## src/rtl/fetch_unit.sv

```systemverilog
// In-order instruction fetch front end: tracks the PC of the word returning from a
// synchronous-read instruction memory. Optional perf counters: define FETCH_PERF_CNT_EN.
module fetch_unit #(
  parameter logic [31:0] RESET_PC    = 32'h0000_0000,
  parameter int          IMEM_AWIDTH = 14
) (
  input  logic                   clk,
  input  logic                   rst_n,
  output logic [IMEM_AWIDTH-1:0] imem_addr,
  input  logic [31:0]            imem_dout,
  input  logic                   redirect_valid,
  input  logic [31:0]            redirect_pc,
  output logic                   inst_valid,
  input  logic                   inst_ready,
  output logic [31:0]            inst,
  output logic [31:0]            inst_pc
`ifdef FETCH_PERF_CNT_EN
  ,
  output logic [31:0]            perf_fetch_cnt,
  output logic [31:0]            perf_stall_cnt
`endif
);

  typedef enum logic [1:0] {
    BOOT = 2'd0,
    RUN  = 2'd1,
    HOLD = 2'd2
  } state_t;

  state_t      state_q;
  state_t      state_next;
  logic [31:0] pc_q;
  logic [31:0] next_pc;
  logic        fire;
  logic [31:0] redirect_target;

  // Byte offset of a redirect target is meaningless for word-aligned fetch.
  logic unused_redirect_lsbs;
  assign unused_redirect_lsbs = ^redirect_pc[1:0];

  assign redirect_target = {redirect_pc[31:2], 2'b00};

  // Everything decode sees comes from registers or the memory output only.
  assign inst_valid = (state_q == RUN) || (state_q == HOLD);
  assign inst_pc    = pc_q;
  assign inst       = imem_dout;
  assign fire       = inst_valid & inst_ready;

  always_comb begin
    next_pc = pc_q;
    if (redirect_valid) begin
      next_pc = redirect_target;
    end else if (state_q == BOOT) begin
      next_pc = pc_q;
    end else if (fire) begin
      next_pc = pc_q + 32'd4;
    end else begin
      next_pc = pc_q;
    end
  end

  // While in reset the address must not follow redirect_valid.
  always_comb begin
    imem_addr = next_pc[IMEM_AWIDTH+1:2];
    if (!rst_n) begin
      imem_addr = RESET_PC[IMEM_AWIDTH+1:2];
    end
  end

  always_comb begin
    state_next = state_q;
    case (state_q)
      BOOT: state_next = RUN;
      RUN: begin
        if (inst_valid && !inst_ready && !redirect_valid) begin
          state_next = HOLD;
        end else begin
          state_next = RUN;
        end
      end
      HOLD: begin
        if (inst_ready || redirect_valid) begin
          state_next = RUN;
        end else begin
          state_next = HOLD;
        end
      end
      default: state_next = BOOT;
    endcase
  end

  always_ff @(posedge clk or negedge rst_n) begin
    if (!rst_n) begin
      state_q <= BOOT;
      pc_q    <= RESET_PC;
    end else begin
      state_q <= state_next;
      pc_q    <= next_pc;
    end
  end

`ifdef FETCH_PERF_CNT_EN
  logic [31:0] fetch_cnt_q;
  logic [31:0] stall_cnt_q;

  // A fire in the same cycle as a redirect is a killed slot, not a fetch.
  always_ff @(posedge clk or negedge rst_n) begin
    if (!rst_n) begin
      fetch_cnt_q <= 32'd0;
      stall_cnt_q <= 32'd0;
    end else begin
      if (fire && !redirect_valid) begin
        fetch_cnt_q <= fetch_cnt_q + 32'd1;
      end
      if (state_q == HOLD) begin
        stall_cnt_q <= stall_cnt_q + 32'd1;
      end
    end
  end

  assign perf_fetch_cnt = fetch_cnt_q;
  assign perf_stall_cnt = stall_cnt_q;
`endif

endmodule

```

## config.mk

```make
export PLATFORM = sky130hd
export DESIGN_NAME = fetch_unit
export DESIGN_NICKNAME = d
export VERILOG_FILES = /design/src/rtl/fetch_unit.sv
export SDC_FILE = /design/constraint.sdc
export NUM_CORES = 1
export LEC_CHECK = 0
export BUFFER_PORTS_ARGS = -buffer_cell sky130_fd_sc_hd__buf_2
export CORE_ASPECT_RATIO = 1.4
export CORE_MARGIN = 4
export CORE_UTILIZATION = 30
export CTS_BUF_LIST = sky130_fd_sc_hd__clkbuf_4 sky130_fd_sc_hd__clkbuf_8 sky130_fd_sc_hd__clkbuf_16
export DETAILED_ROUTE_END_ITERATION = 8
export PLACE_DENSITY = 0.57
export SLEW_MARGIN = 10
export SYNTH_ARGS = -nofsm -noshare
export SYNTH_HDL_FRONTEND = slang
export SYNTH_SLANG_ARGS = --single-unit
```

## constraint.sdc

```tcl
create_clock -name clk -period 3 [get_ports clk]
set_input_delay 0.6 -clock clk [delete_from_list [all_inputs] [get_ports clk]]
set_output_delay 0.6 -clock clk [all_outputs]
set_load 0.02 [all_outputs]
```

==> impl_summary.log <==
[metrics] number of I/O port buffers: 78
[metrics] full die area: 9487 um2
[metrics] internal power: 0.0009245 W
[metrics] post-detailed-placement half-perimeter wirelength: 5.138 mm
[metrics] Die Span Y: 113.7 um
[metrics] maximum number of pins on one net before global-route repair: 29
[metrics] count of flip-flops with a built-in enable after synthesis: 0
[metrics] sink count of the clock tree: 32
[metrics] Post-Place Cell Area: 2649 um2
[metrics] detail-routed via count per cell: 5.156
[metrics] vias: 2248
[metrics] die width: 83.47 um
[metrics] detailed-route DRC error count: 0
[metrics] WL per Instance: 15.58 um
[metrics] portion of total power attributed to sequential cells: 0.368
[metrics] Setup crit start kind: flop
[metrics] count of fill cells added during filler insertion: 834
[metrics] source-to-sink clock delay at the later pin of the worst-skew pair: 290 ps
[metrics] clock transition at the registers of the reported paths: 70 ps
[metrics] utilization after layout: 0.3620
[metrics] switching power: 0.0005953 W
[metrics] commonest cells after routing, fill and taps aside: sky130_fd_sc_hd__buf_2 (77), sky130_fd_sc_hd__dfrtp_1 (30), sky130_fd_sc_hd__nor2_1 (29), sky130_fd_sc_hd__nand2_1 (18)
[metrics] number of H-tree levels: 2
[metrics] slowest stage cell on the critical path: sky130_fd_sc_hd__or4_4
[metrics] type of the setup path with the least slack: flop to output port
[metrics] DRT iter0 DRCs: 120
[metrics] crit-path cells: inv_2 > ha_4 > and3b_1 > nand2_2 > or4_4 > a311oi_2 > buf_4
[metrics] Setup crit end kind: output port
[metrics] final wirelength: 6.791 mm
[metrics] non-filler cells in the finished layout: 436
[metrics] most used flip-flop cell after synthesis: sky130_fd_sc_hd__dfrtp_1
[metrics] placed instance count: 427
[metrics] clock period minus worst slack: 2919 ps
[metrics] first drt pass iteration count: 4
[metrics] IO Pins: 147
[metrics] number of nets with antenna violations after detailed routing: 0
[metrics] FF+latch count, synth: 32
[metrics] antenna violations before repair: 0
[metrics] deepest clock path buffer count: 2
[metrics] worst supply voltage drop on vdd: 0.3156 mV
[metrics] number of distinct standard cells referenced by the synthesized netlist: 46
[metrics] Area growth, synth to finish: 17.26%
[metrics] ratio of final minimum period to clock period: 0.9728
[metrics] cell types occupying the most area after synthesis: sky130_fd_sc_hd__dfrtp_1 (33%), sky130_fd_sc_hd__buf_4 (11%), sky130_fd_sc_hd__nor2_1 (4.7%)
[metrics] register area share after synthesis: 0.3347
[metrics] Tightest Hold Check Type: input port to asynchronous set/reset pin
[metrics] synthesized area: 2392 um2
[metrics] post-synthesis instance total: 288
[metrics] final cell area excluding filler cells: 2805 um2
[metrics] max-capacitance violation count: 0
[metrics] cell taking the most area after synthesis: sky130_fd_sc_hd__dfrtp_1
[metrics] CORE AREA: 7750 um2
[metrics] maximum clock skew at final layout: 4.476 ps
[metrics] share of power burned in combinational logic: 0.389
[metrics] Async SR Flop Fraction: 1.000
[metrics] cell area power density: 541.8 nW/um2
[metrics] share of power burned in the clock network: 0.242
[metrics] slowest cell delay on critical path: 500 ps
[metrics] number of nets in the layout: 409
[metrics] Data required, critical path: 2400 ps
[metrics] peak clock frequency supported by timing: 0.3426 GHz
[metrics] Worst Path Arrival: 2320 ps
[metrics] worst setup margin: 81.45 ps
[metrics] clock tree from TritonCTS: yes
[metrics] setup TNS: 0 ps
[metrics] outcome: complete, no violations
[metrics] first-pass GRT wire length: 10.45 mm
[metrics] Std-Cell Rows: 38
[metrics] highest fanout seen on the critical path: 7
[metrics] post-synth top area share: 0.3347
[metrics] root buffer cell: sky130_fd_sc_hd__clkbuf_8
[metrics] count of final setup violators: 0
[metrics] Yosys warning count: 0
[metrics] effective utilization at floorplan: 0.3087
[metrics] number of global-route vias before repair: 2051
[metrics] antenna diode instance count: 0
[metrics] net switching fraction of the power: 0.3917
[metrics] share of layout cells above drive strength 1: 0.3304
[metrics] fin. max-slew vios: 0
[metrics] commonest non-fill, non-tap cell in the layout: sky130_fd_sc_hd__buf_2
[metrics] total overflow reported by the global router: 0
[metrics] endpoints failing hold: 0
[metrics] Routability Congestion: 0.7635
[metrics] GRT Total Usage: 0.1375
[metrics] number of buffers created by CTS: 5
[metrics] average footprint of a synthesized cell: 8.307 um2
[metrics] Worst Setup Slack post-DPL: 273.5 ps
[metrics] Static Leakage: 1.165 nW
## power by group through the flow
| stage | clock (W) | sequential (W) | combinational (W) |
|---|---|---|---|
| 3_5_place_dp | 0 | 0.000565 | 0.000544 |
| 3_3_place_gp | 0 | 0.000562 | 0.000536 |
| 4_1_cts | 0.000380 | 0.000558 | 0.000569 |
| 2_1_floorplan | 0 | 0.000607 | 0.000366 |
| 5_1_grt | 0.000400 | 0.000570 | 0.000644 |
| 6_report | 0.000368 | 0.000560 | 0.000592 |
## registers in the layout, summed over array words and instances, names as in the netlist
| register | count |
|---|---|
| inst_pc | 30 |
| state_q | 2 |
## final timing paths
path | startpoint | to | slack (ps) | cells after the start
max | state_q[0] | imem_addr[13] | 80 | 7
min | rst_n | inst_pc[5] | 160 | 1
max reg2reg | state_q[0] | inst_pc[30] | 790 | 7
min reg2reg | inst_pc[28] | inst_pc[28] | 590 | 2
max in group asynchronous | rst_n | inst_pc[7] | 2180 | 2
min in group clk | redirect_pc[11] | inst_pc[11] | 540 | 3
## stage by stage
step	total power, W	hold WS (ps)
floorplan	0.0009727	304.4
global placement	0.001098	474.5
finish	0.001520	162.4
detailed placement	0.001109	470.8
CTS	0.001507	157.0
global route	0.001614	157.3
## worst max-delay path: cells and delay by family, from the launching register on
kind / cells / cell delay [ps]
buf+inv: 2 / 260
simple gates: 3 / 820
compound gates: 1 / 250
flops: 1 / 410
fa+ha+maj: 1 / 300
## area by class of cell
cell class	instances	area (um2)	area share
clock buffer	7	96.34	0.03434
inverter	8	30.03	0.01070
multi-input combinational	202	1286	0.4585
sequential	32	803.3	0.2864
tap	100	125.1	0.04460
timing repair buffer	87	464.2	0.1655
## synth_stat cells, types with 6 or more instances
master and n:
sky130_fd_sc_hd__and4_1 6, sky130_fd_sc_hd__clkbuf_1 9, sky130_fd_sc_hd__nor4_1 7, sky130_fd_sc_hd__a211oi_1 7, sky130_fd_sc_hd__nor2_1 30, sky130_fd_sc_hd__inv_1 6, sky130_fd_sc_hd__buf_4 34, sky130_fd_sc_hd__a31oi_1 13
sky130_fd_sc_hd__o21ai_0 11, sky130_fd_sc_hd__nand2_1 19, sky130_fd_sc_hd__xnor2_1 6, sky130_fd_sc_hd__o31ai_1 10, sky130_fd_sc_hd__nand3_1 13, sky130_fd_sc_hd__a21oi_1 8, sky130_fd_sc_hd__or4_1 11, sky130_fd_sc_hd__nand4_1 10
sky130_fd_sc_hd__dfrtp_1 32
## cell families (layout without fill, tap and decap cells)
kind of cell | after synthesis | after routing | synth area share
AO/OA/AOI/OAI | 60 | 60 | 0.1653
XOR/XNOR | 9 | 9 | 0.03295
adder cells (fa/ha/maj) | 5 | 5 | 0.02615
buffers and inverters | 55 | 102 | 0.1443
flip-flops | 32 | 32 | 0.3347
multiplexers | 1 | 1 | 0.004184
other | 1 | 2 | 0.001568
AND/OR/NAND/NOR | 125 | 125 | 0.2908
## repair_timing
item                                    in CTS  in global routing
pin swaps                                    0                  2
endpoints found under the setup margin       2                  7
gates resized for setup                      2                 10
hold endpoints to repair                     0                  0
hold buffers                                 0                  0
setup buffers                                0                  2
## layer usage
layer	vias to the layer above	GRT usage	part of all wire
met2	62	0.2339	0.49
met4	0	0.05150	0.018
li1	1133	-	-
met1	1038	0.1712	0.44
met3	15	0.02962	0.048
met5	-	0	0
Note: power is estimated with default switching activity, not from simulation.
